$ cat src/rtl/vga_fb_scheduler.sv
// Framebuffer RAM sequencer for VGA scanout with a shared CPU port.
// Display fetches run one pixel block ahead of the beam and always win.
// The CPU gets any remaining RAM cycle through a req/ack handshake.
module vga_fb_scheduler #(
    parameter int H_ACTIVE    = 640,
    parameter int V_ACTIVE    = 480,
    parameter int H_TOTAL     = 800,
    parameter int V_TOTAL     = 525,
    parameter int SCALE_SHIFT = 2,
    parameter int FB_W        = H_ACTIVE >> SCALE_SHIFT,
    parameter int ADDR_W      = 15,
    parameter int PIX_W       = 8
) (
    input  logic              clock_25mhz,
    input  logic              reset_n,
    input  logic [9:0]        x,
    input  logic [9:0]        y,
    output logic [ADDR_W-1:0] ram_addr,
    output logic              ram_we,
    output logic [PIX_W-1:0]  ram_wdata,
    input  logic [PIX_W-1:0]  ram_rdata,
    output logic [PIX_W-1:0]  pixel,
    input  logic              cpu_req,
    input  logic              cpu_we,
    input  logic [ADDR_W-1:0] cpu_addr,
    input  logic [PIX_W-1:0]  cpu_wdata,
    output logic              cpu_ack,
    output logic [PIX_W-1:0]  cpu_rdata
);

    localparam int BLK = 1 << SCALE_SHIFT;

    // Phase within a block at which the fetch is issued / the pixel is loaded.
    localparam logic [SCALE_SHIFT-1:0] PH_SLOT = SCALE_SHIFT'(BLK - 2);
    localparam logic [SCALE_SHIFT-1:0] PH_LOAD = SCALE_SHIFT'(BLK - 1);

    localparam logic [9:0] X_WRAP_SLOT = 10'(H_TOTAL - 2);
    localparam logic [9:0] X_LAST      = 10'(H_TOTAL - 1);
    localparam logic [9:0] Y_LAST      = 10'(V_TOTAL - 1);
    localparam logic [9:0] H_ACT       = 10'(H_ACTIVE);
    localparam logic [9:0] V_ACT       = 10'(V_ACTIVE);

    typedef enum logic [1:0] {
        S_IDLE,
        S_WAIT,
        S_ACK
    } state_t;

    state_t state;
    logic   op_read;

    logic [9:0]        next_line;
    logic [9:0]        tgt_col;
    logic [9:0]        tgt_line;
    logic              tgt_vis;
    logic              slot;
    logic              load_vis;
    logic              grant;
    logic [ADDR_W-1:0] slot_addr;

    // Line the beam moves to after the current one, wrapping at end of frame.
    assign next_line = (y == Y_LAST) ? 10'd0 : y + 10'd1;

    // Block targeted by a fetch issued now: two columns ahead, wrapping to column 0 of the next line.
    always_comb begin
        // NOTE: every output of a combinational block gets a default first, so no path can leave it unassigned and infer a latch.
        tgt_col  = '0;
        tgt_line = '0;
        tgt_vis  = 1'b0;
        if (x == X_WRAP_SLOT) begin
            tgt_col  = '0;
            tgt_line = next_line;
            tgt_vis  = (next_line < V_ACT);
        end else begin
            tgt_col  = x + 10'd2;
            tgt_line = y;
            tgt_vis  = (x + 10'd2 < H_ACT) && (y < V_ACT);
        end
    end

    assign slot      = (x[SCALE_SHIFT-1:0] == PH_SLOT) && tgt_vis;
    assign slot_addr = ADDR_W'(tgt_line >> SCALE_SHIFT) * ADDR_W'(FB_W)
                     + ADDR_W'(tgt_col >> SCALE_SHIFT);

    // Block starting on the next cycle: one column ahead, or column 0 of the next line.
    assign load_vis = (x == X_LAST) ? (next_line < V_ACT)
                                    : ((x + 10'd1 < H_ACT) && (y < V_ACT));

    // CPU may use the RAM only in a free cycle while idle and out of reset.
    assign grant = (state == S_IDLE) && cpu_req && !slot && reset_n;

    // RAM port mux: display fetch first, then CPU grant, otherwise parked at zero.
    always_comb begin
        ram_addr  = '0;
        ram_we    = 1'b0;
        ram_wdata = '0;
        if (slot) begin
            ram_addr = slot_addr;
        end else if (grant) begin
            ram_addr  = cpu_addr;
            ram_we    = cpu_we;
            ram_wdata = cpu_wdata;
        end
    end

    // CPU handshake FSM: grant, collect read data one cycle later, then pulse ack.
    always_ff @(posedge clock_25mhz or negedge reset_n) begin
        if (!reset_n) begin
            state     <= S_IDLE;
            op_read   <= 1'b0;
            cpu_ack   <= 1'b0;
            cpu_rdata <= '0;
        end else begin
            // NOTE: registers use non-blocking assignments so every flop samples pre-edge values, independent of statement order.
            cpu_ack <= 1'b0;
            case (state)
                S_IDLE: begin
                    if (grant) begin
                        state   <= S_WAIT;
                        op_read <= !cpu_we;
                    end
                end
                S_WAIT: begin
                    if (op_read) cpu_rdata <= ram_rdata;
                    cpu_ack <= 1'b1;
                    state   <= S_ACK;
                end
                S_ACK: begin
                    state <= S_IDLE;
                end
                default: begin
                    state <= S_IDLE;
                end
            endcase
        end
    end

    // Pixel register: load fetched block data on the last cycle of each block, blank otherwise.
    always_ff @(posedge clock_25mhz or negedge reset_n) begin
        if (!reset_n) begin
            pixel <= '0;
        end else if (x[SCALE_SHIFT-1:0] == PH_LOAD) begin
            pixel <= load_vis ? ram_rdata : '0;
        end
    end

endmodule

$ cat config.mk
export PLATFORM = sky130hd
export DESIGN_NAME = vga_fb_scheduler
export DESIGN_NICKNAME = d
export VERILOG_FILES = /design/src/rtl/vga_fb_scheduler.sv
export SDC_FILE = /design/constraint.sdc
export NUM_CORES = 1
export LEC_CHECK = 0
export BUFFER_PORTS_ARGS = -buffer_cell sky130_fd_sc_hd__buf_2
export CELL_PAD_IN_SITES_DETAIL_PLACEMENT = 2
export CELL_PAD_IN_SITES_GLOBAL_PLACEMENT = 2
export CORE_MARGIN = 1.5
export CORE_UTILIZATION = 28
export DETAILED_ROUTE_END_ITERATION = 10
export GPL_ROUTABILITY_DRIVEN = 0
export HOLD_SLACK_MARGIN = 0.08
export PLACE_DENSITY_LB_ADDON = 0.25
export RECOVER_POWER = 50
export SYNTH_ARGS = -nofsm -noshare
export SYNTH_HDL_FRONTEND = slang
export SYNTH_SLANG_ARGS = --single-unit
$ cat constraint.sdc
create_clock -name clock_25mhz -period 11.4 [get_ports clock_25mhz]
set_clock_uncertainty 0.15 [all_clocks]
set_input_delay 1.14 -clock clock_25mhz [delete_from_list [all_inputs] [get_ports clock_25mhz]]
set_output_delay 1.14 -clock clock_25mhz [all_outputs]
set_load 0.1 [all_outputs]
==> flow_metrics.py, run 1 <==
metrics = {
    "power_and_ir_drop": {
        "internal-power_uw": 166,
        "pwr_density_cell_nw_per_um2": 147,
        "combinationalPowerShare_pct": 62.3,
        "total_leakage_power_nw": 1.26,
        "clock_power_share_pct": 13.5,
        "share_seq_of_total_power_pct": 24.2,
        "vdd.ir_drop.worst_uv": 55.8,
        "post-layout-total-power_uw": 385,
        "netSwitchingFraction_pct": 56.8,
        "power.net_switching_uw": 219,
    },
    "setup_path": {
        "worst_setup_path_end_kind": "output port",
        "cpMaxStageDelayCell": "sky130_fd_sc_hd__buf_2",
        "ff2ff_setup_slack_ns": 9.28,
        "required_ns": 10.11,
        "worstReg2RegEnd": "op_read",
        "cp_data_arrival_time_ns": 5.24,
        "crit_path_start_kind": "input port",
        "reg_to_reg_critical_path_startpoint": "state[0]",
        "path_class": "input port to output port",
        "timing.reg2reg.worst_path_depth": 3,
        "crit_chain": "buf_2 -> nand4b_2 -> nor2_2 -> and2_1 -> nand4_1 -> o21ai_0 -> ha_1 -> ha_1 -> inv_1 -> fa_1 -> xnor2_1 -> nor3b_1 -> nand2_1 -> or2_2 -> xnor2_1 -> o21ai_0 -> buf_2",
        "critical_path.endpoint": "ram_addr[13]",
        "critPathMaxStageDelay_ns": 0.46,
        "timing.critical_path.from": "x[5]",
        "worst-path-max-fanout": 6,
    },
    "finish": {
        "layoutNonFillerInstCount": 410,
        "layout-drive-gt1-share_pct": 34.7,
        "syn2layout_area_growth_pct": 28.9,
        "num-nets-final": 388,
        "fin_util_pct": 37.9,
        "diodes": 0,
        "fill_cell_count": 834,
        "register_area_um2": 500,
        "multi_input_logic_area_um2": 1460,
    },
    "cts": {
        "clk_pin_slew_ns": 0.07,
        "cts_resized": 0,
        "cts-root-to-sink-buffers": 2,
        "cts_hold_buffers": 0,
        "cts-root-buf": "sky130_fd_sc_hd__clkbuf_8",
        "post-cts-setup-buffers": 0,
        "clkLatencyLatePin_ns": 0.25,
        "numClockSinks": 20,
        "htreeDepth": 1,
        "numCtsBuffers": 3,
        "tritoncts": "done",
    },
    "global_route": {
        "globalRouteOverflowTotal": 0,
        "first_pass_grt_wire_length_mm": 10.1,
        "antenna_found_initial": 0,
        "largest_net_degree_at_the_start_of_global_routing": 31,
        "grt_pass1_vias": 2052,
        "grt_util_all_layers_pct": 16.2,
    },
    "timing": {
        "timing_hold_violations_final": 0,
        "fin_tns_setup_ns": 0,
        "setup_repair_after_global_routing_missed_its_margin": "false",
        "maximum_operating_frequency_mhz": 153,
        "final.period_utilization_pct": 57.3,
        "layout_min_cycle_time_ns": 6.53,
        "final_report_setup_violation_count": 0,
        "relSlewSlack_pct": 20.0,
        "worst_hold_slack_ns": 0.328,
        "report.final.slew_viol_count": 0,
        "worst-slew-pin-transition_ns": 1.21,
    },
    "detailed_routing": {
        "initialDrtViolationCount": 57,
        "post_dr_wirelength_cell_um": 15.4,
        "drt_pass1_iterations": 4,
        "ant_nets": 0,
        "vias": 2057,
        "detailed_route_drc_error_count": 0,
        "wl_mm": 6.31,
        "detail_route.vias_per_cell": 5.02,
    },
    "synthesis": {
        "synth_enable_flop_cells": 0,
        "synth_cell_types": 50,
        "most_frequent_cells_after_synthesis": "22 x sky130_fd_sc_hd__o21ai_0, 20 x sky130_fd_sc_hd__dfrtp_1, 18 x sky130_fd_sc_hd__xnor2_1, 17 x sky130_fd_sc_hd__nand3_1, 16 x sky130_fd_sc_hd__ha_1",
        "synth.cell_area_um2": 2030,
        "synth.avg_cell_area_um2": 9.02,
        "synthCells": 225,
        "synth_async_sr_flop_share_pct": 100,
        "synth.yosys.seq_area_share_pct": 24.7,
        "synth.ff_latch_count": 20,
        "ys_dominant_reg_cell": "sky130_fd_sc_hd__dfrtp_1",
        "post-synth-top-count-cell": "sky130_fd_sc_hd__o21ai_0",
        "yosys_warnings": 0,
        "synthTopCellsByArea": "sky130_fd_sc_hd__dfrtp_1 25%, sky130_fd_sc_hd__ha_1 9.9%, sky130_fd_sc_hd__xnor2_1 7.8%, sky130_fd_sc_hd__o21ai_0 5.4%, sky130_fd_sc_hd__mux2_2 4.4%",
        "mappedNetlistNets": 298,
        "netlist.top_cell.by_area": "sky130_fd_sc_hd__dfrtp_1",
        "area_fraction_of_the_dominant_cell_type_after_synthesis_pct": 24.7,
    },
    "floorplan": {
        "die_y_um": 88.1,
        "die-area_um2": 7770,
        "initial_core_util_pct": 29.4,
        "die_width_um": 88.1,
        "placement_rows": 30,
        "num_io_pins": 96,
        "core_area_um2": 6910,
    },
    "placed_design": {
        "detailedPlacementHpwl_mm": 5.30,
        "place_inst": 406,
        "place.port_buffers": 95,
    },
    "worst_hold_path": {
        "hp-class": "flop to flop",
    },
    "run_status": {
        "outcome": "finished, final reports clean",
    },
    "run": {
        "max_cap_violations": 0,
    },
}
-- worst min-delay path by stage --
stage	slack (ns)	to	from	cells after the start
6_report	0.33	state[1]	state[1]	1
5_1_grt	0.34	state[1]	state[1]	1
4_1_cts	0.33	state[1]	state[1]	1
3_5_place_dp	0.32	state[1]	state[1]	1
3_3_place_gp	0.31	state[1]	state[1]	1
2_1_floorplan	0.28	state[1]	state[1]	1
-- kinds of logic after synthesis --
logic type	share of synthesized area, %
multiplexers	5.43
XOR/XNOR	9.93
buffers and inverters	3.88
adder cells (fa/ha/maj)	11.8
flip-flops	24.7
AO/OA/AOI/OAI	18.4
AND/OR/NAND/NOR	25.8
-- power by group through the flow --
stage	combinational, mW	clock (mW)	sequential [mW]
final	0.240	0.0521	0.0931
after global routing	0.253	0.0570	0.0954
after global placement	0.240	0	0.0936
after floorplan	0.0947	0	0.193
after CTS	0.245	0.0542	0.0931
after detailed placement	0.244	0	0.0943
-- placed cells by master, fill, tap and decap left out, types with 3 or more instances in the layout --
master,Yosys,final
sky130_fd_sc_hd__buf_2,3,84
sky130_fd_sc_hd__clkbuf_1,4,11
sky130_fd_sc_hd__nand2_1,15,15
sky130_fd_sc_hd__a21o_1,4,4
sky130_fd_sc_hd__a21oi_1,5,5
sky130_fd_sc_hd__nand3_1,17,17
sky130_fd_sc_hd__a31oi_1,3,3
sky130_fd_sc_hd__nor2_1,8,8
sky130_fd_sc_hd__mux2_2,8,8
sky130_fd_sc_hd__and3_1,12,12
sky130_fd_sc_hd__clkbuf_8,0,4
sky130_fd_sc_hd__dfrtp_1,20,20
sky130_fd_sc_hd__a22o_1,8,8
sky130_fd_sc_hd__nor2b_1,5,5
sky130_fd_sc_hd__xnor2_1,18,18
sky130_fd_sc_hd__ha_1,16,16
sky130_fd_sc_hd__nand4_1,5,5
sky130_fd_sc_hd__xor2_1,5,5
sky130_fd_sc_hd__inv_1,6,6
sky130_fd_sc_hd__and4_1,3,3
sky130_fd_sc_hd__o21ai_0,22,22
-- sequential cells by signal, summed over array words and instances, names as in the netlist --
| name | cells |
|---|---|
| cpu_rdata | 8 |
| cpu_ack | 1 |
| op_read | 1 |
| state | 2 |
| pixel | 8 |
-- critical path: cells and delay by family --
kind	cells	cell delay, ns
AND/OR/NAND/NOR	7	1.64
adder cells (fa/ha/maj)	3	0.80
buffers and inverters	3	0.67
AO/OA/AOI/OAI	2	0.58
XOR/XNOR	2	0.39
-- metal layers --
| layer | routed length, um | global-route usage [%] | vias to the layer above |
|---|---|---|---|
| li1 | - | - | 1013 |
| met1 | 2910 | 21.8 | 978 |
| met2 | 3020 | 28.5 | 62 |
| met3 | 327 | 1.23 | 4 |
| met4 | 47 | 2.98 | 0 |
| met5 | 0 | 0 | - |
-- final cells by class --
class,count,share of cell area [%]
Clock buffer,4,2.11
Sequential cell,20,19.1
Tap cell,96,4.59
Inverter,6,0.861
Timing Repair Buffer,95,17.7
Multi-Input combinational cell,189,55.6
-- stage by stage --
| stage | setup slack (ns) | area, um2 |
|---|---|---|
| 5_1_grt | 4.50 | 2620 |
| 2_1_floorplan | 3.81 | 2030 |
| 4_1_cts | 4.80 | 2630 |
| 3_5_place_dp | 4.81 | 2570 |
| 6_report | 4.87 | 2620 |
| 3_3_place_gp | 5.02 | 2570 |
No activity file was read; power rests on OpenSTA's default activity.
==> run 2: changes to the inputs <==
--- a/config.mk
+++ b/config.mk
@@ -5,11 +5,12 @@
 export SDC_FILE = /design/constraint.sdc
 export NUM_CORES = 1
 export LEC_CHECK = 0
+export ABC_AREA = 1
 export BUFFER_PORTS_ARGS = -buffer_cell sky130_fd_sc_hd__buf_2
 export CELL_PAD_IN_SITES_DETAIL_PLACEMENT = 2
 export CELL_PAD_IN_SITES_GLOBAL_PLACEMENT = 2
 export CORE_MARGIN = 1.5
-export CORE_UTILIZATION = 28
+export CORE_UTILIZATION = 23
 export DETAILED_ROUTE_END_ITERATION = 10
 export GPL_ROUTABILITY_DRIVEN = 0
 export HOLD_SLACK_MARGIN = 0.08
==> constraint.sdc (replaced) <==
create_clock -name clock_25mhz -period 5.4 [get_ports clock_25mhz]
set_clock_uncertainty 0.15 [all_clocks]
set_input_delay 0.54 -clock clock_25mhz [delete_from_list [all_inputs] [get_ports clock_25mhz]]
set_output_delay 0.54 -clock clock_25mhz [all_outputs]
set_load 0.1 [all_outputs]
==> flow_metrics.py, run 2 <==
metrics = {
    "setup_path": {
        "worst-path-max-fanout": 9,
        "worst_setup_path_end_kind": "output port",
        "required_ns": 4.71,
        "crit_path_start_kind": "input port",
        "cp_data_arrival_time_ns": 4.18,
        "path_class": "input port to output port",
    },
    "timing": {
        "fin_tns_setup_ns": 0,
        "layout_min_cycle_time_ns": 4.87,
        "timing_hold_violations_final": 0,
        "setup_repair_after_global_routing_missed_its_margin": "false",
        "maximum_operating_frequency_mhz": 205,
        "report.final.slew_viol_count": 0,
        "final_report_setup_violation_count": 0,
        "worst-slew-pin-transition_ns": 1.19,
        "final.period_utilization_pct": 90.2,
        "relSlewSlack_pct": 21.1,
    },
    "cts": {
        "cts_hold_buffers": 0,
        "clk_pin_slew_ns": 0.07,
        "numClockSinks": 20,
        "numCtsBuffers": 3,
        "cts-root-to-sink-buffers": 2,
        "clkLatencyLatePin_ns": 0.25,
        "cts-root-buf": "sky130_fd_sc_hd__clkbuf_8",
        "tritoncts": "done",
        "htreeDepth": 1,
        "post-cts-setup-buffers": 0,
        "cts_resized": 0,
    },
    "detailed_routing": {
        "detail_route.vias_per_cell": 4.52,
        "vias": 2612,
        "initialDrtViolationCount": 46,
        "post_dr_wirelength_cell_um": 14.2,
        "drt_pass1_iterations": 4,
        "wl_mm": 8.21,
        "detailed_route_drc_error_count": 0,
        "ant_nets": 0,
    },
    "synthesis": {
        "synth.yosys.seq_area_share_pct": 21.2,
        "synth_async_sr_flop_share_pct": 100,
        "synth.cell_area_um2": 2360,
        "ys_dominant_reg_cell": "sky130_fd_sc_hd__dfrtp_1",
        "synthCells": 349,
        "most_frequent_cells_after_synthesis": "106 x sky130_fd_sc_hd__nand2_1, 45 x sky130_fd_sc_hd__inv_1, 29 x sky130_fd_sc_hd__nand3_1, 27 x sky130_fd_sc_hd__nor2_1, 20 x sky130_fd_sc_hd__dfrtp_1",
        "synth_enable_flop_cells": 0,
        "post-synth-top-count-cell": "sky130_fd_sc_hd__nand2_1",
        "area_fraction_of_the_dominant_cell_type_after_synthesis_pct": 21.2,
        "synth_cell_types": 34,
        "synth.avg_cell_area_um2": 6.78,
        "mappedNetlistNets": 422,
        "yosys_warnings": 0,
        "synthTopCellsByArea": "sky130_fd_sc_hd__dfrtp_1 21%, sky130_fd_sc_hd__nand2_1 17%, sky130_fd_sc_hd__ha_1 8.5%, sky130_fd_sc_hd__inv_1 7.1%, sky130_fd_sc_hd__nand3_1 6.1%",
        "synth.ff_latch_count": 20,
        "netlist.top_cell.by_area": "sky130_fd_sc_hd__dfrtp_1",
    },
    "finish": {
        "syn2layout_area_growth_pct": 26.9,
        "layoutNonFillerInstCount": 578,
        "diodes": 0,
        "fin_util_pct": 30.4,
        "layout.cells.most_common": "sky130_fd_sc_hd__nand2_1",
        "largestRegisters": "cpu_rdata (8), pixel (8), state (2)",
        "layout-drive-gt1-share_pct": 32.8,
        "layout.cells.most_common_list": "106 x sky130_fd_sc_hd__nand2_1, 84 x sky130_fd_sc_hd__buf_2, 45 x sky130_fd_sc_hd__inv_1",
        "num-nets-final": 520,
    },
    "floorplan": {
        "initial_core_util_pct": 24.0,
        "core_area_um2": 9860,
        "num_io_pins": 96,
        "placement_rows": 36,
        "die-area_um2": 10900,
        "die_width_um": 104,
        "die_y_um": 104,
    },
    "global_route": {
        "met1_usage_pct": 18.4,
        "first_pass_grt_wire_length_mm": 14.3,
        "globalRouteOverflowTotal": 0,
        "grt_util_all_layers_pct": 15.5,
        "top_usage_layer": "met2",
        "antenna_found_initial": 0,
        "met2_usage_pct": 29.3,
        "groute.layer.met3.usage_pct": 3.01,
        "largest_net_degree_at_the_start_of_global_routing": 22,
        "grt_pass1_vias": 2993,
    },
    "power_and_ir_drop": {
        "post-layout-total-power_uw": 881,
        "vdd.ir_drop.worst_uv": 314,
        "pwr_density_cell_nw_per_um2": 294,
        "total_leakage_power_nw": 1.64,
    },
    "run_status": {
        "outcome": "finished, final reports clean",
    },
    "placed_design": {
        "place.port_buffers": 95,
        "detailedPlacementHpwl_mm": 7.25,
        "place_inst": 575,
    },
    "worst_hold_path": {
        "hp-class": "input port to asynchronous set/reset pin",
    },
    "run": {
        "max_cap_violations": 0,
    },
}
run 2: cell count changes after synthesis, moves of 11 or more:
cell / previous run / this run
sky130_fd_sc_hd__xnor2_1: 18 / 1
sky130_fd_sc_hd__nor2_2: 2 / 13
sky130_fd_sc_hd__nand3_1: 17 / 29
sky130_fd_sc_hd__nand2_1: 15 / 106
sky130_fd_sc_hd__and3_1: 12 / 0
sky130_fd_sc_hd__o21ai_0: 22 / 6
sky130_fd_sc_hd__inv_1: 6 / 45
sky130_fd_sc_hd__nand3_2: 0 / 12
sky130_fd_sc_hd__nor2_1: 8 / 27
run 2: final timing paths:
check / start / end / slack [ns] / cells after the start
max: x[0] / ram_addr[14] / 0.53 / 23
min in group clock_25mhz: state[1] / state[1] / 0.33 / 1
max reg2reg: state[0] / op_read / 3.92 / 5
max in group asynchronous: reset_n / pixel[0] / 4.11 / 1
min: reset_n / cpu_rdata[6] / 0.33 / 1
min reg2reg: state[1] / state[1] / 0.33 / 1
run 2: cell families after synthesis:
family          after synthesis  share of synthesized area [%]
compound gates               29                           7.67
xor+xnor                      7                           2.59
fa+ha+maj                    18                           10.2
buf+inv                      53                           9.84
flops                        20                           21.2
mux                           8                           3.81
simple gates                214                           44.8
run 2: metal layers:
| layer | up-vias | part of all wire (%) |
|---|---|---|
| met2 | 42 | 51 |
| met3 | 2 | 5.0 |
| met1 | 1265 | 44 |
| met4 | 0 | 0.19 |
| li1 | 1303 | - |
| met5 | - | 0 |
run 2: final cells by class:
class	count	area, um2
inverters	49	184
clock buffers	3	41.3
repair buffers	97	477
flip-flops and latches	20	500
multi-input cells	276	1630
well taps	133	166
fillers	1233	6860
run 2: report_power, final:
part | switching [mW] | total [mW] | leakage (nW) | internal (mW)
combinational | 0.476 | 0.583 | 1.36 | 0.107
sequential | 0.0177 | 0.204 | 0.253 | 0.186
clock | 0.0442 | 0.0937 | 0.0216 | 0.0495
total | 0.538 | 0.881 | 1.64 | 0.343
run 2: per-stage QoR:
step	setup WS, ns	area, um2	hold slack, ns
detailed placement	0.503	2970	0.324
CTS	0.471	3010	0.101
floorplan	0.829	2360	0.0944
global route	0.119	3000	0.371
finish	0.527	3000	0.325
global placement	0.711	2970	0.308
run 2: worst max-delay path, stage by stage:
cell,delay [ns]
sky130_fd_sc_hd__buf_2,0.11
sky130_fd_sc_hd__inv_1,0.07
sky130_fd_sc_hd__nand2_1,0.05
sky130_fd_sc_hd__inv_1,0.09
sky130_fd_sc_hd__nand2_1,0.09
sky130_fd_sc_hd__nor2_4,0.12
sky130_fd_sc_hd__clkinv_1,0.23
sky130_fd_sc_hd__o21ai_0,0.29
sky130_fd_sc_hd__o21ba_2,0.23
sky130_fd_sc_hd__ha_1,0.28
sky130_fd_sc_hd__ha_1,0.19
sky130_fd_sc_hd__inv_1,0.07
sky130_fd_sc_hd__fa_1,0.39
sky130_fd_sc_hd__xnor2_1,0.24
sky130_fd_sc_hd__nand3_1,0.14
sky130_fd_sc_hd__nor2_1,0.16
sky130_fd_sc_hd__nand2_1,0.08
sky130_fd_sc_hd__nor2_1,0.14
sky130_fd_sc_hd__inv_1,0.06
sky130_fd_sc_hd__nand2_1,0.06
sky130_fd_sc_hd__nand3_1,0.06
sky130_fd_sc_hd__nand2_1,0.07
sky130_fd_sc_hd__buf_2,0.42
